[src/rtl/decode_control_unit.sv]
// ID-stage decode/control for the ARM-subset pipeline: combinational decode, one-cycle flag register for branch conditions.
// Build with DECODE_KEYWORD_EN defined to drive the ASCII mnemonic on keyword; otherwise keyword is tied to zero.
module decode_control_unit (
    input  logic        clk,
    input  logic        R,
    input  logic [31:0] instruction,
    input  logic        stall,
    input  logic [3:0]  alu_flags,
    input  logic [3:0]  psr_flags,
    input  logic        ex_s_enable,
    output logic [3:0]  id_opcode,
    output logic [1:0]  id_am,
    output logic        id_s_enable,
    output logic        id_load_instr,
    output logic        id_rf_enable,
    output logic        id_size_enable,
    output logic        id_rw_enable,
    output logic        id_enable_signal,
    output logic        id_bl_instr,
    output logic        id_b_instr,
    output logic        branch,
    output logic        branch_l,
    output logic [3:0]  rd_or_14,
    output logic [47:0] keyword
);

    logic [3:0] flag_q;
    logic [3:0] flag_d;

    logic [3:0] dec_opcode;
    logic [1:0] dec_am;
    logic       dec_s;
    logic       dec_load;
    logic       dec_rf;
    logic       dec_size;
    logic       dec_rw;
    logic       dec_en;
    logic       dec_b;
    logic       dec_bl;

    logic [3:0] sel_flags;
    logic       flag_n;
    logic       flag_z;
    logic       flag_c;
    logic       flag_v;
    logic       cond_pass;
    logic       rf_final;

    assign flag_d = alu_flags;

    always_ff @(posedge clk or posedge R) begin
        if (R) begin
            flag_q <= 4'b0000;
        end else begin
            flag_q <= flag_d;
        end
    end

    always_comb begin
        dec_opcode = 4'b0000;
        dec_am     = 2'b00;
        dec_s      = 1'b0;
        dec_load   = 1'b0;
        dec_rf     = 1'b0;
        dec_size   = 1'b0;
        dec_rw     = 1'b0;
        dec_en     = 1'b0;
        dec_b      = 1'b0;
        dec_bl     = 1'b0;
        if (instruction != 32'h0) begin
            case (instruction[27:25])
                3'b000, 3'b001: begin
                    dec_opcode = instruction[24:21];
                    dec_am     = instruction[25] ? 2'b00 : 2'b01;
                    dec_s      = instruction[20];
                    // TST/TEQ/CMP/CMN only set flags
                    dec_rf     = (instruction[24:23] != 2'b10);
                end
                3'b010, 3'b011: begin
                    dec_opcode = instruction[23] ? 4'b0100 : 4'b0010;
                    dec_am     = {1'b1, instruction[25]};
                    dec_size   = instruction[22];
                    dec_load   = instruction[20];
                    dec_rf     = instruction[20];
                    dec_rw     = ~instruction[20];
                    dec_en     = 1'b1;
                end
                3'b101: begin
                    dec_b  = ~instruction[24];
                    dec_bl = instruction[24];
                end
                default: begin
                end
            endcase
        end
    end

    // Forwarded flags are only valid when the EX instruction actually updates them
    assign sel_flags = ex_s_enable ? flag_q : psr_flags;
    assign flag_n    = sel_flags[3];
    assign flag_z    = sel_flags[2];
    assign flag_c    = sel_flags[1];
    assign flag_v    = sel_flags[0];

    always_comb begin
        cond_pass = 1'b0;
        case (instruction[31:28])
            4'b0000: cond_pass = flag_z;
            4'b0001: cond_pass = ~flag_z;
            4'b0010: cond_pass = flag_c;
            4'b0011: cond_pass = ~flag_c;
            4'b0100: cond_pass = flag_n;
            4'b0101: cond_pass = ~flag_n;
            4'b0110: cond_pass = flag_v;
            4'b0111: cond_pass = ~flag_v;
            4'b1000: cond_pass = flag_c & ~flag_z;
            4'b1001: cond_pass = ~flag_c | flag_z;
            4'b1010: cond_pass = (flag_n == flag_v);
            4'b1011: cond_pass = (flag_n != flag_v);
            4'b1100: cond_pass = ~flag_z & (flag_n == flag_v);
            4'b1101: cond_pass = flag_z | (flag_n != flag_v);
            4'b1110: cond_pass = 1'b1;
            default: cond_pass = 1'b0;
        endcase
    end

    assign branch   = (dec_b | dec_bl) & cond_pass;
    assign branch_l = dec_bl & cond_pass;
    assign rd_or_14 = branch_l ? 4'd14 : instruction[15:12];
    assign rf_final = branch_l | dec_rf;

    assign id_opcode        = stall ? 4'b0000 : dec_opcode;
    assign id_am            = stall ? 2'b00   : dec_am;
    assign id_s_enable      = ~stall & dec_s;
    assign id_load_instr    = ~stall & dec_load;
    assign id_rf_enable     = ~stall & rf_final;
    assign id_size_enable   = ~stall & dec_size;
    assign id_rw_enable     = ~stall & dec_rw;
    assign id_enable_signal = ~stall & dec_en;
    assign id_bl_instr      = ~stall & dec_bl;
    assign id_b_instr       = ~stall & dec_b;

`ifdef DECODE_KEYWORD_EN
    always_comb begin
        keyword = {24'h0, "NOP"};
        if (instruction != 32'h0) begin
            case (instruction[27:25])
                3'b000, 3'b001: begin
                    case (instruction[24:21])
                        4'b0000: keyword = {24'h0, "AND"};
                        4'b0001: keyword = {24'h0, "EOR"};
                        4'b0010: keyword = {24'h0, "SUB"};
                        4'b0011: keyword = {24'h0, "RSB"};
                        4'b0100: keyword = {24'h0, "ADD"};
                        4'b0101: keyword = {24'h0, "ADC"};
                        4'b0110: keyword = {24'h0, "SBC"};
                        4'b0111: keyword = {24'h0, "RSC"};
                        4'b1000: keyword = {24'h0, "TST"};
                        4'b1001: keyword = {24'h0, "TEQ"};
                        4'b1010: keyword = {24'h0, "CMP"};
                        4'b1011: keyword = {24'h0, "CMN"};
                        4'b1100: keyword = {24'h0, "ORR"};
                        4'b1101: keyword = {24'h0, "MOV"};
                        4'b1110: keyword = {24'h0, "BIC"};
                        default: keyword = {24'h0, "MVN"};
                    endcase
                end
                3'b010, 3'b011: begin
                    case ({instruction[20], instruction[22]})
                        2'b10:   keyword = {24'h0, "LDR"};
                        2'b11:   keyword = {16'h0, "LDRB"};
                        2'b00:   keyword = {24'h0, "STR"};
                        default: keyword = {16'h0, "STRB"};
                    endcase
                end
                3'b101: keyword = instruction[24] ? {32'h0, "BL"} : {40'h0, "B"};
                default: keyword = {24'h0, "NOP"};
            endcase
        end
    end
`else
    assign keyword = 48'h0;
`endif

endmodule

[config.mk]
export PLATFORM = sky130hd
export DESIGN_NAME = decode_control_unit
export DESIGN_NICKNAME = d
export VERILOG_FILES = /design/src/rtl/decode_control_unit.sv
export SDC_FILE = /design/constraint.sdc
export NUM_CORES = 1
export LEC_CHECK = 0
export ABC_AREA = 0
export CAP_MARGIN = 10
export CORE_MARGIN = 10
export CORE_UTILIZATION = 31
export DETAILED_ROUTE_END_ITERATION = 8
export PLACE_DENSITY = 0.95
export SYNTH_ARGS = -nofsm -noshare
export SYNTH_HDL_FRONTEND = slang
export SYNTH_SLANG_ARGS = --single-unit
[constraint.sdc]
create_clock -name clk -period 5.1 [get_ports clk]
set_clock_uncertainty 0.15 [all_clocks]
set_input_delay 1.02 -clock clk [delete_from_list [all_inputs] [get_ports clk]]
set_output_delay 1.02 -clock clk [all_outputs]
set_load 0.02 [all_outputs]
## Yosys cells after proc, flatten, opt, wreduce, memory -nomap -nowiden

Index checks and enable logic that the tools add are counted.
Widths: inputs -> output; s select.

| cells by class | value |
|---|---|
| equality and inequality tests | 21 |
| mux-type cells | 27 |
| bitwise logic cells | 23 |
| reductions and logical operators | 5 |

Operators by type and width:

| operator | number |
|---|---|
| $reduce_bool 32->1 | 1 |
| $eq 4x4->1 const B | 7 |
| $eq 4x3->1 const B | 4 |
| $mux 1 | 16 |
| $mux 4 | 4 |
| $pmux 1 s15 | 1 |
| $and 1x1->1 | 12 |
| $eq 4x2->1 const B | 2 |
| $pmux 4 s2 | 1 |
| $not 1->1 | 7 |
| $eq 3x2->1 const B | 2 |
| $eq 4x1->1 const B | 1 |
| $logic_not 4->1 | 1 |
| $mux 2 | 2 |
| $or 1x1->1 | 4 |
| $pmux 2 s2 | 1 |
| $reduce_or 2->1 | 2 |
| $eq 3x1->1 const B | 1 |
| $eq 3x3->1 const B | 1 |
| $logic_not 3->1 | 1 |
| $mux 3 | 1 |
| $ne 2x2->1 const B | 1 |
| $pmux 1 s2 | 1 |
| $eq 1x1->1 | 1 |
| $ne 1x1->1 | 1 |

| word-level totals | value |
|---|---|
| register bits after elaboration | 4 |
| input port bits | 44 |
| logic and storage cells | 77 |

## Longest topological paths before layout

Gate-level depths: netlist of run 1.

| depth | value |
|---|---|
| depth after elaboration | 7 |
| mapped depth | 6 |
| gate-level depth less buffers | 5 |

## Worst setup path before layout of run 1

OpenSTA, ideal clock, no wires.

| timing path | value |
|---|---|
| kind | input-to-output |
| start point | in ex_s_enable |
| end point | out branch |
| data arrival time | 2.475 ns |
| data required time | 3.930 ns |
| path slack | 1.455 ns |
| stages | 6 |
| cells stage by stage | buf_6 > mux2i_1 > a2bb2oi_1 > o221ai_1 > or3b_2 > a31oi_1 |

| between the ends | value |
|---|---|
| cells in the longest elaborated chain, start to end | 5 |
| elaborated cells on any way between the ends | 13 |
| classes of those cells | eq/ne (2); mux (2); bitwise (9) |

RTL lines:

| element | line | source |
|---|---|---|
| from (decl) | 10 | `input logic ex_s_enable,` |
| $mux 4 (*) | 99 | `assign sel_flags = ex_s_enable ? flag_q : psr_flags;` |
| $ne 1x1->1, or another cell as far along | 119, 121 |  |
| $or 1x1->1, or another cell as far along | 121 | `4'b1101: cond_pass = flag_z \| (flag_n != flag_v);` |
| $pmux 1 s15 (*) | 107 | `case (instruction[31:28])` |
| $and 1x1->1 (*) | 127 | `assign branch = (dec_b \| dec_bl) & cond_pass;` |
| to (decl) | 21 | `output logic branch,` |

Mark *: on every way between the ends. The rest lies on a longest branch, timed or not.

## Worst setup path after layout of run 1

Ends and elaborated chain as after synthesis.

==> summary.txt, run 1 <==
Route
  • Total number of vias: 1058
  • ANT nets after route: 0
  • Number of violations reported at the end of detailed-routing iteration 0: 44
  • Total routed wirelength: 3620 um
  • Vias per std cell: 4.35
  • Post-detailed-route DRC marker count: 0
  • Initial DRT Pass Iterations: 4
  • Detailed-route wire length per cell: 14.9 um

Timing
  • Hold violation count in the final report: 0
  • Final critical delay including setup and external delays: 4.76 ns
  • Share of the clock period used by the worst path: 93.3%
  • Count of endpoints failing setup in the final report: 0
  • Unrepaired setup endpoints after global routing: no
  • Number of pins with negative max-slew slack in the final report: 0
  • Setup TNS: 0 ns
  • Max Fclk: 210 MHz

Power and ir drop
  • Leakage power: 0.671 nW
  • Overall power consumption: 0.202 mW
  • Power Dens Cells: 129 mW/mm^2
  • Worst vdd ir: 0.102 mV

Worst setup path
  • Arrival time of the worst setup path: 3.59 ns
  • Data required time at the worst endpoint: 3.93 ns
  • Type of element launching the critical path: input pin
  • Worst Path Max Fanout: 8
  • Critical setup path kind: in -> out
  • Kind of end point of the critical path: output port

Logic synthesis
  • Sequential area share after synthesis: 9.49%
  • Syn Inst Count: 135
  • Predominant post-synthesis flop cell: sky130_fd_sc_hd__dfrtp_1
  • Number of storage elements in the synthesis netlist: 4
  • Synth warn: 0
  • Mean Syn Cell Area: 7.81 um^2
  • Share of async-settable or async-resettable flops after synthesis: 100%
  • Synth cell types: 36
  • Number of enable-type register cells in the synthesized netlist: 0
  • Post-Synthesis Cell Area: 0.00105 mm^2

Final layout
  • Sequential cell area: 100 um^2
  • Biggest register: flag_q
  • Share of layout cells above drive strength 1: 5.58%
  • Biggest regs: flag_q (4)
  • Number of filler instances in the final layout: 331
  • Layout-stage area growth over the synthesis result: 48.4%
  • Flip-flop count of the largest register, all copies and words added: 4
  • Number of nets in the final layout: 243
  • Antenna diodes: 0
  • Area of the multi-input gates: 728 um^2

Placement
  • Routability congestion estimate from global placement: 0.793
  • Total of buffers placed on input and output ports: 63
  • Estimated wirelength of the detail-placed design: 3320 um

Global routing
  • Maximum number of pins on one net before global-route repair: 13
  • Wire length of the first global-routing pass: 5520 um
  • GR Util All Layers: 10.6%
  • Vias in the first global route: 1112
  • Antenna violations before repair: 0
  • Overflow left after global routing: 0

Clocking
  • Clock sink count: 4
  • Cts bufs inserted: 3
  • Hold bufs inserted after CTS: 0
  • Buffer levels on the longest clock path: 2
  • Post-CTS setup repair buffer count: 0
  • Clk slew on worst S/H paths: 0.04 ns
  • Cell at the root of the clock tree: sky130_fd_sc_hd__clkbuf_4
  • CTS HTree Levels: 1
  • TritonCTS clock tree: yes
  • # resized after CTS: 0

Floorplan
  • # IOs: 112
  • Cell Rows: 21
  • Core Box Area: 0.00331 mm^2
  • Effective utilization at floorplan: 31.9%
  • Die Wd: 78.3 um
  • Die height: 78.3 um
  • Full die area: 0.00614 mm^2

Run
  • Count of maximum capacitance violations: 0

Worst hold path
  • Classification of the worst-slack hold path: in -> async

Run status
  • Outcome: finished clean
-- synth_stat cells (2+ instances only) --
master / n / area (um^2)
sky130_fd_sc_hd__a21boi_0: 2 / 15.0
sky130_fd_sc_hd__a31oi_1: 3 / 18.8
sky130_fd_sc_hd__and2_1: 6 / 37.5
sky130_fd_sc_hd__and3_1: 3 / 18.8
sky130_fd_sc_hd__buf_4: 49 / 368
sky130_fd_sc_hd__clkbuf_1: 2 / 7.51
sky130_fd_sc_hd__dfrtp_1: 4 / 100
sky130_fd_sc_hd__inv_1: 3 / 11.3
sky130_fd_sc_hd__mux2i_1: 4 / 40.0
sky130_fd_sc_hd__mux4_1: 2 / 52.6
sky130_fd_sc_hd__nand2_1: 6 / 22.5
sky130_fd_sc_hd__nand3b_1: 5 / 37.5
sky130_fd_sc_hd__nand4_1: 2 / 12.5
sky130_fd_sc_hd__nor2_1: 6 / 22.5
sky130_fd_sc_hd__nor2b_1: 3 / 18.8
sky130_fd_sc_hd__nor3_1: 4 / 20.0
sky130_fd_sc_hd__nor4_1: 8 / 50.1
sky130_fd_sc_hd__o21ai_0: 2 / 10.0
sky130_fd_sc_hd__or3b_2: 2 / 17.5
sky130_fd_sc_hd__xnor2_1: 3 / 26.3
-- worst max-delay path, stage by stage --
cell and delay (ns):
sky130_fd_sc_hd__clkdlybuf4s50_1 0.54, sky130_fd_sc_hd__buf_4 0.20, sky130_fd_sc_hd__mux2i_1 0.23, sky130_fd_sc_hd__a2bb2oi_1 0.19, sky130_fd_sc_hd__o221ai_1 0.14, sky130_fd_sc_hd__or3b_2 0.48, sky130_fd_sc_hd__a31oi_1 0.15, sky130_fd_sc_hd__clkdlybuf4s50_1 0.63
-- worst paths after layout --
check	start	end	slack (ns)	cells past startpoint
min in group clk	alu_flags[3]	flag_q[3]	1.08	1
max in group asynchronous	R	flag_q[3]	3.83	2
setup / recovery	ex_s_enable	branch	0.34	8
hold / removal	R	flag_q[1]	0.82	2
-- layer usage --
layer	vias up	share of wire (%)	track usage, %
li1	511	-	-
met5	-	0	0
met2	75	47	18.3
met3	2	10	4.21
met1	470	42	12.1
met4	0	0.36	2.51
-- kinds of logic after synthesis --
logic type | synth area share [%]
buffers and inverters | 38.2
AND/OR/NAND/NOR | 25.9
AO/OA/AOI/OAI | 11.6
multiplexers | 12.0
flip-flops | 9.49
XOR/XNOR | 2.49
other | 0.356
-- power breakdown --
part / internal, mW / leakage [nW] / switching (mW) / total (mW)
combinational: 0.0571 / 0.610 / 0.0710 / 0.128
sequential: 0.0335 / 0.0466 / 0.00122 / 0.0348
clock: 0.0263 / 0.0138 / 0.0125 / 0.0388
-- stage by stage --
step,cell area [um^2],hold WS (ns),std cells,util [%],setup WS [ns]
CTS,1570,0.814,243,47.3,0.327
finish,1570,0.819,243,47.3,0.341
floorplan,1230,0.636,182,-,1.45
detailed placement,1540,1.07,240,46.6,0.343
global placement,1540,1.06,240,46.6,0.398
global route,1570,0.829,243,47.3,0.157
-- cells in the final DEF, fill, tap and decap left out, drive strengths merged, types with 2 or more instances in the layout --
cell,netlist,layout
a21boi,2,2
a21oi,2,2
a31oi,3,3
and2,6,6
and3,3,3
buf,51,2
clkbuf,2,3
clkdlybuf4s50,0,63
conb,1,48
dfrtp,4,4
inv,3,3
mux2i,4,4
mux4,3,3
nand2,6,6
nand3b,5,5
nand4,2,2
nor2,6,6
nor2b,3,3
nor3,4,4
nor4,8,8
o21ai,2,2
or3b,2,2
xnor2,3,3
-- layout make-up --
type	count	share of cell area (%)
multi-input combinational	122	46.5
timing repair buffer	65	41.2
sequential	4	6.39
tap	46	3.68
clock buffer	3	1.44
inverter	3	0.719
No activity file was read; power rests on OpenSTA's default activity.
==> run 2, diff against run 1 <==
CAP_MARGIN = default   (was 10)
==> results of run 2 <==
Same layout as run 1: the final DEF is identical, and so are final timing and power.
==> run 3, diff against run 2 <==
--- a/config.mk
+++ b/config.mk
@@ -7,5 +7,5 @@
 export LEC_CHECK = 0
 export ABC_AREA = 0
-export CORE_MARGIN = 10
+export CORE_MARGIN = 1
 export CORE_UTILIZATION = 31
 export DETAILED_ROUTE_END_ITERATION = 8
==> constraint.sdc (replaced) <==
create_clock -name clk -period 5.1 [get_ports clk]
set_clock_uncertainty 0.15 [all_clocks]
set_input_delay 0.51 -clock clk [delete_from_list [all_inputs] [get_ports clk]]
set_output_delay 0.51 -clock clk [all_outputs]
set_load 0.02 [all_outputs]
==> run 3 against run 2 <==
  * First-iteration DRC count shrank 23%
  * Sequential share of layout area grew 0.072 points
  * Global-route usage grew 3.6 points
  * Utilization grew 2.2 points
  * Die area shrank 41%
  * Flip-flop and latch count is the same
  * Fmax grew 23%
  * Critical endpoint is now rd_or_14[0]
  * Highest routed layer unchanged
==> summary.txt, run 3 (synthesized netlist as in run 1, its figures left out) <==
Route
  • Number of violations reported at the end of detailed-routing iteration 0: 34 (-23%)
  • Post-detailed-route DRC marker count: 0 (unchanged)
  • ANT nets after route: 0 (unchanged)
  • Total number of vias: 1071 (+1.2%)
  • Total routed wirelength: 2610 um (-28%)
  • Initial DRT Pass Iterations: 4 (unchanged)
  • Vias per std cell: 4.48 (+2.9%)
  • Detailed-route wire length per cell: 10.9 um (-27%)

Global routing
  • Maximum number of pins on one net before global-route repair: 13 (unchanged)
  • Antenna violations before repair: 0 (unchanged)
  • Overflow left after global routing: 0 (unchanged)
  • GR Util All Layers: 14.2% (+3.6 points)
  • Vias in the first global route: 908 (-18%)
  • Wire length of the first global-routing pass: 3960 um (-28%)

Final layout
  • Highest-count cells in the layout ignoring fill and taps: sky130_fd_sc_hd__clkdlybuf4s50_1 (63), sky130_fd_sc_hd__conb_1 (48), sky130_fd_sc_hd__nor4_1 (8)
  • Finished Layout Cells: 239 (-1.6%)
  • Biggest register: flag_q
  • Biggest regs: flag_q (4)
  • Antenna diodes: 0 (unchanged)
  • Leading cell type in the layout, fill and taps excluded: sky130_fd_sc_hd__clkdlybuf4s50_1
  • Share of layout cells above drive strength 1: 4.62% (-0.97 points)
  • Number of nets in the final layout: 241 (-0.82%)
  • Final design instance area without fill: 0.00155 mm^2 (-1.1%)
  • Final core utilization: 49.5% (+2.2 points)
  • Flip-flop count of the largest register, all copies and words added: 4 (unchanged)
  • Layout-stage area growth over the synthesis result: 46.7%

Power and ir drop
  • Internal portion of total power: 0.116 mW (-0.48%)
  • Power Dens Cells: 129 mW/mm^2 (-0.20%)
  • Switch share: 41.5% (-0.49 points)
  • Clock share of power: 19.4% (+0.2 points)
  • Worst vdd ir: 0.107 mV (+5.6%)
  • Leakage power: 0.662 nW (-1.3%)
  • Proportion of power drawn by combinational gates: 63.1% (-0.4 points)
  • Net switching power: 0.0826 mW (-2.5%)
  • Overall power consumption: 0.199 mW (-1.3%)
  • Sequential Power Share: 17.5% (+0.3 points)

Floorplan
  • Die Wd: 60.3 um (-23%)
  • # IOs: 112 (unchanged)
  • Core Box Area: 0.00313 mm^2 (-5.5%)
  • Die height: 60.3 um (-23%)
  • Effective utilization at floorplan: 33.7% (+1.9 points)
  • Cell Rows: 20 (-4.8%)
  • Full die area: 0.00364 mm^2 (-41%)

Placement
  • Estimated wirelength of the detail-placed design: 2310 um (-30%)
  • Routability congestion estimate from global placement: 0.749 (-5.6%)
  • Cells after DPL: 236 (-1.7%)
  • Placed Area: 0.00153 mm^2 (-1.1%)
  • Total of buffers placed on input and output ports: 63 (unchanged)

Clocking
  • Post-CTS setup repair buffer count: 0 (unchanged)
  • Cell at the root of the clock tree: sky130_fd_sc_hd__clkbuf_4
  • Buffer levels on the longest clock path: 2 (unchanged)
  • TritonCTS clock tree: yes
  • # resized after CTS: 0 (unchanged)
  • Hold bufs inserted after CTS: 0 (unchanged)
  • CTS HTree Levels: 1 (unchanged)
  • Clock sink count: 4 (unchanged)
  • Clk slew on worst S/H paths: 0.04 ns (about the same)
  • Cts bufs inserted: 3 (unchanged)

Timing
  • Count of endpoints failing setup in the final report: 0 (unchanged)
  • Setup TNS: 0 ns (unchanged)
  • Final critical delay including setup and external delays: 3.88 ns (-0.879 ns)
  • Max Fclk: 258 MHz (+23%)
  • Unrepaired setup endpoints after global routing: no
  • Hold violation count in the final report: 0 (unchanged)
  • Number of pins with negative max-slew slack in the final report: 0 (unchanged)
  • Actual transition at the worst max-transition pin: 0.520 ns
  • Share of the clock period used by the worst path: 76.1% (-17 points)
  • Max-slew headroom: 65.0%

Worst setup path
  • Arrival time of the worst setup path: 3.22 ns (-0.37 ns)
  • Cell class contributing the biggest share of worst-path delay: buffers and inverters
  • Cell with the largest stage delay on the worst path: sky130_fd_sc_hd__clkdlybuf4s50_1
  • Number of buffer and inverter stages on the critical path: 2 (-1)
  • Cell breakdown of the critical path: clkdlybuf4s50_1 -> mux2i_1 -> a21boi_0 -> a31oi_1 -> o21ai_0 -> and3_1 -> clkdlybuf4s50_1
  • Most numerous cell on the critical path: sky130_fd_sc_hd__clkdlybuf4s50_1
  • Crit path largest cell delay: 0.75 ns (+0.12 ns)
  • Worst Path Max Fanout: 10 (+2)
  • Type of element launching the critical path: input pin
  • Data required time at the worst endpoint: 4.44 ns (+0.51 ns)
  • Critical setup path kind: in -> out
  • Kind of end point of the critical path: output port

Run status
  • Outcome: finished clean

Worst hold path
  • Classification of the worst-slack hold path: in -> async

Run
  • Count of maximum capacitance violations: 0 (unchanged)
run 3: changes by cell type in the layout (fill, tap and decap cells not counted):
| cell | delta |
|---|---|
| sky130_fd_sc_hd__buf_4 | -2 |
run 3: layout make-up:
type	instances	area, um^2
tap	44	55.1
inverter	3	11.3
timing repair buffer	63	631
multi-input combinational	122	728
fill	313	1580
sequential	4	100
clock buffer	3	22.5
run 3: worst max path at each step:
stage                            from  depth (start not counted)           to
after floorplan           ex_s_enable                          6       branch
after global placement    ex_s_enable                          7  rd_or_14[0]
after detailed placement  ex_s_enable                          7  rd_or_14[0]
after CTS                 ex_s_enable                          7  rd_or_14[0]
after global routing      ex_s_enable                          7  rd_or_14[0]
final                     ex_s_enable                          7  rd_or_14[0]
run 3: routing by layer:
metal	part of all wire (%)	track usage [%]	up-vias	wire, um
met5	0	0	-	0
met4	1.6	4.98	0	41
met3	12	2.35	6	308
met2	53	28.6	75	1390
met1	34	14.6	484	875
li1	-	-	506	-
run 3: power groups by stage:
stage | clock network (mW) | logic (mW) | registers [mW]
6_report | 0.0385 | 0.126 | 0.0348
5_1_grt | 0.0438 | 0.136 | 0.0350
4_1_cts | 0.0404 | 0.125 | 0.0348
3_5_place_dp | 0 | 0.125 | 0.0352
3_3_place_gp | 0 | 0.123 | 0.0349
2_1_floorplan | 0 | 0.0998 | 0.0347
run 3: per-stage QoR:
step	hold slack (ns)	setup slack (ns)
after floorplan	0.126	2.47
after global placement	0.550	1.20
after detailed placement	0.557	1.20
after CTS	0.307	1.21
after global routing	0.319	0.947
final	0.307	1.22
